File: src/rtl/lnic_net_rx_buffer.sv
// Receive-side store-and-forward packet buffer.
// The network endpoint pushes words with no backpressure; words land in a
// circular buffer behind a speculative write pointer and only become visible
// downstream once the packet's last word is committed. A packet that would
// overflow the buffer is rolled back and dropped in full.
// Optional build macro: LNIC_RX_BUF_DROP_CNT_EN implements the saturating
// drop_count register; without it drop_count is tied to zero.
//
// Handshake: a word moves on the output stream in any cycle where
// out_valid && out_ready are both high at the rising edge of clock; while
// out_valid is high and out_ready is low, out_bits_* hold steady. The input
// side has no ready: every net_in_valid word is either stored or dropped.
module lnic_net_rx_buffer #(
  parameter int DEPTH  = 16,
  parameter int ADDR_W = $clog2(DEPTH)
) (
  input  logic              clock,
  input  logic              reset,
  input  logic              net_in_valid,
  input  logic [63:0]       net_in_bits_data,
  input  logic [7:0]        net_in_bits_keep,
  input  logic              net_in_bits_last,
  output logic              out_valid,
  input  logic              out_ready,
  output logic [63:0]       out_bits_data,
  output logic [7:0]        out_bits_keep,
  output logic              out_bits_last,
  output logic [ADDR_W:0]   pkt_count,
  output logic              drop_pulse,
  output logic [31:0]       drop_count
);

  typedef enum logic [0:0] {
    ST_ACCEPT = 1'b0,
    ST_DROP   = 1'b1
  } state_t;

  localparam logic [ADDR_W:0] PTR_ONE = (ADDR_W+1)'(1);
  localparam logic [ADDR_W:0] DEPTH_P = (ADDR_W+1)'(DEPTH);

  // FSM state; kept as a plainly named signal so checkers can bind to it
  state_t state_q;
  state_t state_d;

  logic [ADDR_W:0] wr_ptr;
  logic [ADDR_W:0] commit_ptr;
  logic [ADDR_W:0] rd_ptr;
  logic [ADDR_W:0] used_cnt;
  logic [ADDR_W-1:0] wr_idx;
  logic [ADDR_W-1:0] rd_idx;

  logic [63:0] mem_data [DEPTH];
  logic [7:0]  mem_keep [DEPTH];
  logic        mem_last [DEPTH];

  logic space;
  logic do_write;
  logic do_commit;
  logic do_drop;
  logic pop;
  logic pop_last;

  assign wr_idx   = wr_ptr[ADDR_W-1:0];
  assign rd_idx   = rd_ptr[ADDR_W-1:0];
  // Occupancy counts uncommitted words too, and uses rd_ptr from the start of
  // the cycle, so a pop in the same cycle does not make room.
  assign used_cnt = wr_ptr - rd_ptr;
  assign space    = (used_cnt < DEPTH_P);

  assign out_valid = (rd_ptr != commit_ptr);
  assign pop       = out_valid && out_ready;
  assign pop_last  = pop && mem_last[rd_idx];

  // Gated by out_valid so the outputs read as zero when nothing is presented
  // (in particular straight out of reset, before memory holds real data).
  assign out_bits_data = out_valid ? mem_data[rd_idx] : 64'd0;
  assign out_bits_keep = out_valid ? mem_keep[rd_idx] : 8'd0;
  assign out_bits_last = out_valid ? mem_last[rd_idx] : 1'b0;

  // Next-state and write/commit/drop decisions for the input side
  always_comb begin
    state_d   = state_q;
    do_write  = 1'b0;
    do_commit = 1'b0;
    do_drop   = 1'b0;
    case (state_q)
      ST_ACCEPT: begin
        if (net_in_valid) begin
          if (space) begin
            do_write  = 1'b1;
            do_commit = net_in_bits_last;
          end else begin
            do_drop = 1'b1;
            if (!net_in_bits_last) begin
              state_d = ST_DROP;
            end
          end
        end
      end
      ST_DROP: begin
        if (net_in_valid && net_in_bits_last) begin
          state_d = ST_ACCEPT;
        end
      end
      default: state_d = ST_ACCEPT;
    endcase
  end

  // FSM state register
  always_ff @(posedge clock) begin
    if (reset) begin
      state_q <= ST_ACCEPT;
    end else begin
      state_q <= state_d;
    end
  end

  // Write, commit and read pointers; a drop rolls the write pointer back
  always_ff @(posedge clock) begin
    if (reset) begin
      wr_ptr     <= '0;
      commit_ptr <= '0;
      rd_ptr     <= '0;
    end else begin
      if (do_write) begin
        wr_ptr <= wr_ptr + PTR_ONE;
      end else if (do_drop) begin
        wr_ptr <= commit_ptr;
      end
      if (do_commit) begin
        commit_ptr <= wr_ptr + PTR_ONE;
      end
      if (pop) begin
        rd_ptr <= rd_ptr + PTR_ONE;
      end
    end
  end

  // Buffer storage; contents need no reset because pointers guard visibility
  always_ff @(posedge clock) begin
    if (do_write) begin
      mem_data[wr_idx] <= net_in_bits_data;
      mem_keep[wr_idx] <= net_in_bits_keep;
      mem_last[wr_idx] <= net_in_bits_last;
    end
  end

  // Committed-packet count; simultaneous commit and last-pop cancel out
  always_ff @(posedge clock) begin
    if (reset) begin
      pkt_count <= '0;
    end else if (do_commit && !pop_last) begin
      pkt_count <= pkt_count + PTR_ONE;
    end else if (!do_commit && pop_last) begin
      pkt_count <= pkt_count - PTR_ONE;
    end
  end

  // One-cycle registered pulse for each dropped packet
  always_ff @(posedge clock) begin
    if (reset) begin
      drop_pulse <= 1'b0;
    end else begin
      drop_pulse <= do_drop;
    end
  end

`ifdef LNIC_RX_BUF_DROP_CNT_EN
  // Saturating count of dropped packets
  always_ff @(posedge clock) begin
    if (reset) begin
      drop_count <= 32'd0;
    end else if (do_drop && (drop_count != 32'hFFFF_FFFF)) begin
      drop_count <= drop_count + 32'd1;
    end
  end
`else
  assign drop_count = 32'd0;
`endif

endmodule

File: config.mk
export PLATFORM = sky130hd
export DESIGN_NAME = lnic_net_rx_buffer
export DESIGN_NICKNAME = d
export VERILOG_FILES = /design/src/rtl/lnic_net_rx_buffer.sv
export SDC_FILE = /design/constraint.sdc
export NUM_CORES = 1
export LEC_CHECK = 0
export CAP_MARGIN = 20
export CORE_ASPECT_RATIO = 1.75
export CORE_MARGIN = 10
export CORE_UTILIZATION = 35
export DETAILED_ROUTE_END_ITERATION = 6
export GPL_TIMING_DRIVEN = 0
export PLACE_DENSITY_LB_ADDON = 0.15
export SYNTH_ARGS = -nofsm -noshare
export SYNTH_HDL_FRONTEND = slang
export SYNTH_SLANG_ARGS = --single-unit
File: constraint.sdc
create_clock -name clock -period 10.45 [get_ports clock]
set_clock_uncertainty 0.05 [all_clocks]
set_input_delay 1.5675 -clock clock [delete_from_list [all_inputs] [get_ports clock]]
set_output_delay 1.5675 -clock clock [all_outputs]
set_load 0.01 [all_outputs]
==> impl_metrics.toml, run 1 <==
[route]
vias_per_cell = 5.14
wl_per_cell_um = 28.8
dr.pass1.iters = 5
routed_wl_um = 121000
vias = 21700
antenna_left = 0
drt_iter0_markers = 1689
drc = 0

[grt]
grt_pass1_vias = 24100
grt_max_degree = 20
grt_pass1_wl_um = 175000
grtUsageTotal_pct = 16.6
overflow = 0
antenna_found_initial = 23

[outcome]
status = "finished, final reports clean"

[timing]
final_critical_path_setup_slack_ns = 4.18
rsz0062_at_grt = "no"
holdWs_ns = 0.455
fin_crit_ns = 6.27
relSlewSlack_pct = 28.9
tightest_slew_ns = 1.07
period_share_pct = 60.0
slew_violations = 0
fmax_mhz = 159
final-hold-violation-count = 0
finalSetupViolations = 0

[placement]
dp_slack_ns = 4.78
place_hpwl_um = 86300
placed_cell_area_um2 = 52100
place.port_buffers = 155
routabilityCongestion = 0.731

[final_layout]
drive_gt1_share_pct = 32.9
layout.nets = 2524
num-fill-cells = 11400
finalInstanceArea_um2 = 55700
syn2layout_area_growth_pct = 20.7
post-route-util_pct = 42.4

[critical_path]
worstPathArrival_ns = 4.66
crit_chain = "buf_2 > clkbuf_1 > clkbuf_1 > mux4_2 > mux4_2 > and2_1 > clkdlybuf4s50_1"
cp_top_family = "buffers and inverters"
start_kind = "flop"
crit_required_ns = 8.83
cpPeakStageDelay_ns = 0.80
path_buf_inv = 4
path_max_fanout = 10
cp-end-kind = "output port"
critPathKind = "flop to output port"
crit_slowest_cell = "clkbuf_1"

[logic_synthesis]
syn_area_um2 = 46100
synth.avg_cell_area_um2 = 23.9
synth.yosys.seq_area_share_pct = 77.2
synthFlopType = "edfxtp_1"
synth_area_leader_cell = "edfxtp_1"
synth_seq_cells = 1194
synth_warnings = 0
synthDistinctLibCells = 43
synth_edf_count = 1168
async_reset_ff_share_pct = 0
synth.area.top_cells = "edfxtp_1 76%, mux4_2 18%, dfxtp_1 1.1%, and2_1 1.0%, buf_4 0.83%"
yosysTopAreaCellShare_pct = 76.0
netlist_instances = 1930

[power_and_ir_drop]
total_power_w = 0.0135
p_leak_nw = 17.4
irDropWorstVdd_mv = 0.149
p_per_area_nw_per_um2 = 242

[floorplan]
dieArea_um2 = 147000
die_h_um = 500
core-area_um2 = 131000
io_pins = 189
start_util_pct = 35.1
rows = 176
die_w_um = 294

[cts]
cts_tree = "done"
cts_buffers = 109
insertion_delay_ns = 0.71
cts_resized = 0
cts_setup_buffers = 0
cts-root-buf = "clkbuf_16"
clk_path_buf_depth = 3
htreeDepth = 3
cts_hold_buf = 0
clk_pin_slew_ns = 0.07
cts_sinks = 1194

[flow_run]
cap_violations = 0

[worst_hold_path]
min_path_type = "flop to flop"
==> cell usage after synthesis, types with 6 or more instances <==
library cell,instances
nor2b_1,6
buf_6,12
dfxtp_1,26
buf_2,14
nand2_1,14
a211oi_1,6
ha_1,12
edfxtp_1,1168
buf_4,51
mux4_2,365
and2_1,74
nor3_1,20
clkbuf_1,52
o21ai_1,7
nor2_1,13
a21oi_1,9
xor2_1,8
inv_1,9
nand3_1,7
==> flip-flops by register name, indices dropped and copies added, names as in the netlist, named ones only <==
register,flops
wr_ptr,5
mem_last,16
pkt_count,5
commit_ptr,5
mem_data,1024
mem_keep,128
drop_pulse,1
state_q,1
rd_ptr,5
==> through the flow <==
step,setup TNS [ns],std cells
after floorplan,0,1961
after global placement,-8456.14,3807
after detailed placement,0,4014
after CTS,0,4220
after global routing,0,4222
final,0,4222
==> power breakdown <==
part | internal [W] | switching [W]
Clock | 0.00225 | 0.00177
Combinational | 0.00187 | 0.00191
Sequential | 0.00559 | 0.0000823
Total | 0.00971 | 0.00376
==> placed cells by master (no fill, tap or decap), drive strengths merged, types with 7 or more instances in the layout <==
cell type and n:
a21oi 9, and2 74, buf 286, bufinv 12, clkbuf 178, clkdlybuf4s50 155, clkinv 57, clkinvlp 7
conb 32, dfxtp 26, edfxtp 1168, ha 12, inv 15, mux4 365, nand2 14, nand3 7
nor2 13, nor3 20, o21ai 9, xor2 8
==> logic make-up after synthesis <==
logic type                 share of synthesized area, %
muxes                                              17.9
and+or+nand+nor                                    1.90
xor gates and xnor gates                          0.228
buffers and inverters                              1.80
DFF                                                77.2
adders and majority gates                         0.369
AOI/OAI and AO/OA                                 0.635
other                                           0.00813
==> final cells by class <==
| cell class | instances | area [um^2] | area share, % |
|---|---|---|---|
| Sequential cell | 1194 | 35600 | 63.9 |
| Multi-Input combinational cell | 625 | 9900 | 17.8 |
| Timing Repair Buffer | 362 | 3670 | 6.59 |
| Clock buffer | 126 | 2860 | 5.13 |
| Tap cell | 1691 | 2120 | 3.80 |
| Buffer | 131 | 791 | 1.42 |
| Clock inverter | 80 | 708 | 1.27 |
| Inverter | 11 | 41.3 | 0.0742 |
| Antenna cell | 2 | 5.00 | 0.00899 |
==> worst reg2reg max path, cell delays in order, from the launching register on <==
cell	delay, ns
dfxtp_1	0.31
buf_2	0.38
clkbuf_1	0.80
buf_2	0.50
mux4_2	0.63
nand2_1	0.10
ha_1	0.23
inv_1	0.11
ha_1	0.32
nor2b_1	0.16
o21a_1	0.18
or3_1	0.30
a21oi_1	0.18
mux2_1	0.33
==> final timing paths <==
path / start / cells past startpoint / endpoint / slack [ns]
worst min-delay path: state_q / 2 / state_q / 0.46
worst max register to register: flop / 13 / pkt_count[4] / 5.75
worst max-delay path: flop / 7 / out_bits_data[20] / 4.18
worst min register to register: state_q / 2 / state_q / 0.46
==> layer usage <==
layer | global-route usage (%) | part of all wire, % | wire length, um
met5 | 0 | 0.17 | 207
met4 | 3.65 | 1.6 | 1990
met3 | 4.01 | 6.1 | 7450
met2 | 30.3 | 54 | 66000
met1 | 19.3 | 38 | 45700
Power figures use the tool's default switching activity.
==> run 2: changes to the inputs <==
==> constraint.sdc (replaced) <==
create_clock -name clock -period 5.78 [get_ports clock]
set_clock_uncertainty 0.05 [all_clocks]
set_input_delay 0.867 -clock clock [delete_from_list [all_inputs] [get_ports clock]]
set_output_delay 0.867 -clock clock [all_outputs]
set_load 0.01 [all_outputs]
==> run 2 against run 1 <==
Via count down 0.80%. Cell count fell by 1.1%. Core utilization barely moved. Non-clock buffer count is 44 lower. Combinational power grew 80%. Worst hold slack got worse by 0.00075 ns. Global-route usage shrank 0.18 points. Register-to-register slack got worse by 4.7 ns. Largest power group unchanged. Highest routed layer unchanged.
==> impl_metrics.toml, run 2 (synthesis gave the netlist of run 1 again) <==
[critical_path]
cpPeakStageDelay_ns = 0.78
reg2reg_depth = 13
cp-endpoint = "out_bits_data[20]"
worstPathArrival_ns = 4.57
crit_required_ns = 4.86
crit_slowest_cell = "clkbuf_1"
r2r-end = "pkt_count[4]"
path_max_fanout = 10
crit_chain = "buf_2 > clkbuf_1 > clkbuf_1 > mux4_2 > mux4_2 > and2_1 > clkdlybuf4s50_1"
start_kind = "flop"
r2r_slack_ns = 1.09
critPathKind = "flop to output port"
cp-end-kind = "output port"

[floorplan]
dieArea_um2 = 147000
start_util_pct = 35.1
die_w_um = 294
io_pins = 189
rows = 176
core-area_um2 = 131000
die_h_um = 500

[final_layout]
post-route-util_pct = 42.4
syn2layout_area_growth_pct = 20.6
drive_gt1_share_pct = 32.0
final_common_cell = "edfxtp_1"
regMostFlops = "mem_data"
layout.nets = 2482
top_regs = "mem_data (1024), mem_keep (128), mem_last (16)"
mostFrequentLayoutCells = "1168 x edfxtp_1, 365 x mux4_2, 155 x clkdlybuf4s50_1"
largest_reg_flops = 1024

[power_and_ir_drop]
total_power_w = 0.0244
p_per_area_nw_per_um2 = 439
p_leak_nw = 17.2
irDropWorstVdd_mv = 0.325

[placement]
place.port_buffers = 155
routabilityCongestion = 0.737
place_hpwl_um = 84200

[cts]
cts_tree = "done"
insertion_delay_ns = 0.71
cts-root-buf = "clkbuf_16"
cts_buffers = 111
htreeDepth = 3
cts_sinks = 1194
clk_path_buf_depth = 3
clk_pin_slew_ns = 0.06

[route]
antenna_left = 0
drt_iter0_markers = 1893
dr.pass1.iters = 5
wl_per_cell_um = 28.8
routed_wl_um = 120000
drc = 0
vias_per_cell = 5.16
vias = 21500

[worst_hold_path]
min_path_type = "flop to flop"

[timing]
finalSetupViolations = 0
rsz0062_at_grt = "no"
relSlewSlack_pct = 30.5
final-hold-violation-count = 0
tightest_slew_ns = 1.04
slew_violations = 0
period_share_pct = 94.9
fin_crit_ns = 5.48
fmax_mhz = 182

[flow_run]
cap_violations = 0

[grt]
grtUsageTotal_pct = 16.4
antenna_found_initial = 13
overflow = 0
grt_pass1_wl_um = 173000
grt_max_degree = 20
grt_pass1_vias = 23800

[outcome]
status = "finished, final reports clean"
-- run 2: changes by cell type in the layout (fill, tap and decap cells not counted), sizes merged --
cell,change
clkinv,-18
clkinvlp,+1
diode,-1
clkbuf,+12
bufinv,-1
inv,+4
buf,-44
-- run 2: cell type report --
type,count,area [um^2]
Sequential cell,1194,35600
Clock buffer,138,2980
Tap cell,1691,2120
Timing Repair Buffer,318,3490
Clock inverter,66,662
Multi-Input combinational cell,625,9940
Inverter,11,41.3
Fill cell,11300,75600
Antenna cell,1,2.50
Buffer,131,793
-- run 2: worst max-delay path, delay by kind of cell, from the launching register on --
family        cells  cell delay [ns]
mux               2             0.91
flops             1             0.30
buf+inv           4             2.39
simple gates      1             0.24
-- run 2: power breakdown --
part	leakage (nW)	switching, W	internal [W]
registers	10.7	0.000150	0.0101
clock network	1.77	0.00323	0.00416
logic	4.71	0.00344	0.00336
-- run 2: worst min path at each step --
stage	from	end	slack, ns	cells past startpoint
floorplan	state_q	state_q	0.42	2
global placement	state_q	state_q	0.43	2
detailed placement	state_q	state_q	0.45	2
CTS	state_q	state_q	0.46	2
global route	state_q	state_q	0.48	2
finish	state_q	state_q	0.45	2
-- run 2: per-layer routing --
| layer | vias up | wire length [um] | global-route usage, % |
|---|---|---|---|
| met5 | - | 105 | 0 |
| met4 | 18 | 2510 | 4.41 |
| met3 | 157 | 6290 | 3.32 |
| met2 | 566 | 64900 | 29.8 |
| met1 | 11700 | 46200 | 19.4 |
| li1 | 9096 | - | - |
-- run 2: repair_timing --
action / 4_1_cts / 5_1_grt
hold buffers: 0 / 0
setup endpoints to repair: 3 / 0
buffers inserted: 0 / 0
gates resized for setup: 1 / 0
-- run 2: per-stage QoR --
| step | std cells | worst slack, ns | TNS (ns) | area, um^2 | hold slack (ns) |
|---|---|---|---|---|---|
| after floorplan | 1961 | -1.51 | -1265.10 | 46300 | 0.417 |
| after global placement | 3807 | -10.20 | - | 49900 | 0.429 |
| after detailed placement | 3970 | 0.765 | 0 | 52000 | 0.446 |
| after CTS | 4174 | 0.0455 | 0 | 55600 | 0.457 |
| after global routing | 4175 | 0.0759 | 0 | 55600 | 0.477 |
| final | 4175 | 0.295 | 0 | 55600 | 0.455 |
==> run 3: changes to the inputs <==
--- a/config.mk
+++ b/config.mk
@@ -11,6 +11,7 @@
 export CORE_UTILIZATION = 35
 export DETAILED_ROUTE_END_ITERATION = 6
 export GPL_TIMING_DRIVEN = 0
+export MAX_ROUTING_LAYER = met4
 export PLACE_DENSITY_LB_ADDON = 0.15
 export SYNTH_ARGS = -nofsm -noshare
 export SYNTH_HDL_FRONTEND = slang
==> run 3 against run 2 <==
Worst hold slack is essentially flat. Critical path type unchanged. Die area stayed put. Largest power group unchanged. Register-to-register slack is essentially flat. Sequential share of layout area about the same. Sequential power hardly changed. Flip-flop and latch count did not move.
==> impl_metrics.toml, run 3 (synthesis gave the netlist of run 1 again) <==
[floorplan]
io_pins = 189
rows = 176
die_w_um = 294
start_util_pct = 35.1
core-area_um2 = 131000
die_h_um = 500
dieArea_um2 = 147000

[final_layout]
largest_reg_flops = 1024
mostFrequentLayoutCells = "1168 x edfxtp_1, 365 x mux4_2, 155 x clkdlybuf4s50_1"
final_common_cell = "edfxtp_1"
syn2layout_area_growth_pct = 20.6
layout.nets = 2482
top_regs = "mem_data (1024), mem_keep (128), mem_last (16)"
drive_gt1_share_pct = 32.0
num-fill-cells = 11300
final_cells = 4185
regMostFlops = "mem_data"

[route]
routed_wl_um = 120000
drc = 0
vias_per_cell = 5.15
drt_iter0_markers = 1869
antenna_left = 0
wl_per_cell_um = 28.7
dr.pass1.iters = 5
vias = 21500

[critical_path]
start_kind = "flop"
worstPathArrival_ns = 4.56
critPathKind = "flop to output port"
crit_required_ns = 4.86
cp-end-kind = "output port"
path_max_fanout = 10

[power_and_ir_drop]
p_per_area_nw_per_um2 = 439
total_power_w = 0.0245
p_leak_nw = 17.2
irDropWorstVdd_mv = 0.325

[placement]
place.port_buffers = 155
routabilityCongestion = 0.746
dp_cells = 3970
place_hpwl_um = 84200

[cts]
cts_hold_buf = 0
cts_sinks = 1194
cts_buffers = 111
htreeDepth = 3
cts_tree = "done"
cts_setup_buffers = 0
cts-root-buf = "clkbuf_16"
clk_pin_slew_ns = 0.06
insertion_delay_ns = 0.70
clk_path_buf_depth = 3

[timing]
relSlewSlack_pct = 31.7
fmax_mhz = 183
period_share_pct = 94.7
final-hold-violation-count = 0
tightest_slew_ns = 1.02
rsz0062_at_grt = "no"
holdWs_ns = 0.454
finalSetupViolations = 0
fin_crit_ns = 5.47
slew_violations = 0
totalNegativeSetupSlack_ns = 0

[worst_hold_path]
min_path_type = "flop to flop"

[grt]
overflow = 0
grt_max_degree = 20
grt_pass1_vias = 23800
grt_pass1_wl_um = 173000
grtUsageTotal_pct = 16.9
antenna_found_initial = 13

[flow_run]
cap_violations = 0

[outcome]
status = "finished, final reports clean"
-- run 3: cell count changes in the layout (fill, tap and decap cells not counted), sizes merged --
cell,previous run,this run
diode,1,11
-- run 3: area by class of cell --
class | instances | area, um^2 | share of cell area, %
diodes | 11 | 27.5 | 0.0495
plain buffers | 131 | 793 | 1.43
clock buffers | 138 | 2980 | 5.36
clock inverters | 66 | 662 | 1.19
inverters | 11 | 41.3 | 0.0742
multi-input cells | 625 | 9940 | 17.9
flip-flops and latches | 1194 | 35600 | 64.0
well taps | 1691 | 2120 | 3.80
repair buffers | 318 | 3490 | 6.28
-- run 3: timing repair --
item / 4_1_cts / 5_1_grt
endpoints found under the setup margin: 3 / 0
endpoints found under the hold margin: 0 / 0
resized for setup: 1 / 0
-- run 3: stage by stage --
step | worst slack (ns) | util [%] | area [um^2]
finish | 0.308 | 42.4 | 55600
global route | 0.0794 | 42.4 | 55600
CTS | 0.0455 | 42.4 | 55600
detailed placement | 0.765 | 39.6 | 52000
global placement | -10.20 | 38.0 | 49900
floorplan | -1.51 | - | 46300
-- run 3: path summary, 6_finish.rpt --
kind / start / to / slack, ns / cells past startpoint
worst max-delay path: flop / out_bits_data[20] / 0.31 / 7
worst min register to register: state_q / state_q / 0.45 / 2
worst min-delay path: state_q / state_q / 0.45 / 2
worst max register to register: flop / pkt_count[4] / 1.08 / 13
-- run 3: where the power goes --
| part | switching [W] | internal (W) | total (W) | leakage [nW] |
|---|---|---|---|---|
| clock | 0.00324 | 0.00416 | 0.00739 | 1.77 |
| sequential | 0.000149 | 0.0101 | 0.0103 | 10.7 |
| combinational | 0.00345 | 0.00336 | 0.00681 | 4.71 |
| total | 0.00683 | 0.0176 | 0.0245 | 17.2 |
-- run 3: routing by layer --
metal	track usage (%)	up-vias	part of all wire, %
met1	19.5	11700	39
met3	3.14	153	4.9
met2	29.8	551	54
met4	4.43	0	2.1
met5	-	-	0
li1	-	9117	-
-- run 3: worst max-delay path: stages, from the launching register on --
cell	delay (ns)
dfxtp_1	0.30
buf_2	0.38
clkbuf_1	0.78
clkbuf_1	0.72
mux4_2	0.41
mux4_2	0.50
and2_1	0.23
clkdlybuf4s50_1	0.50
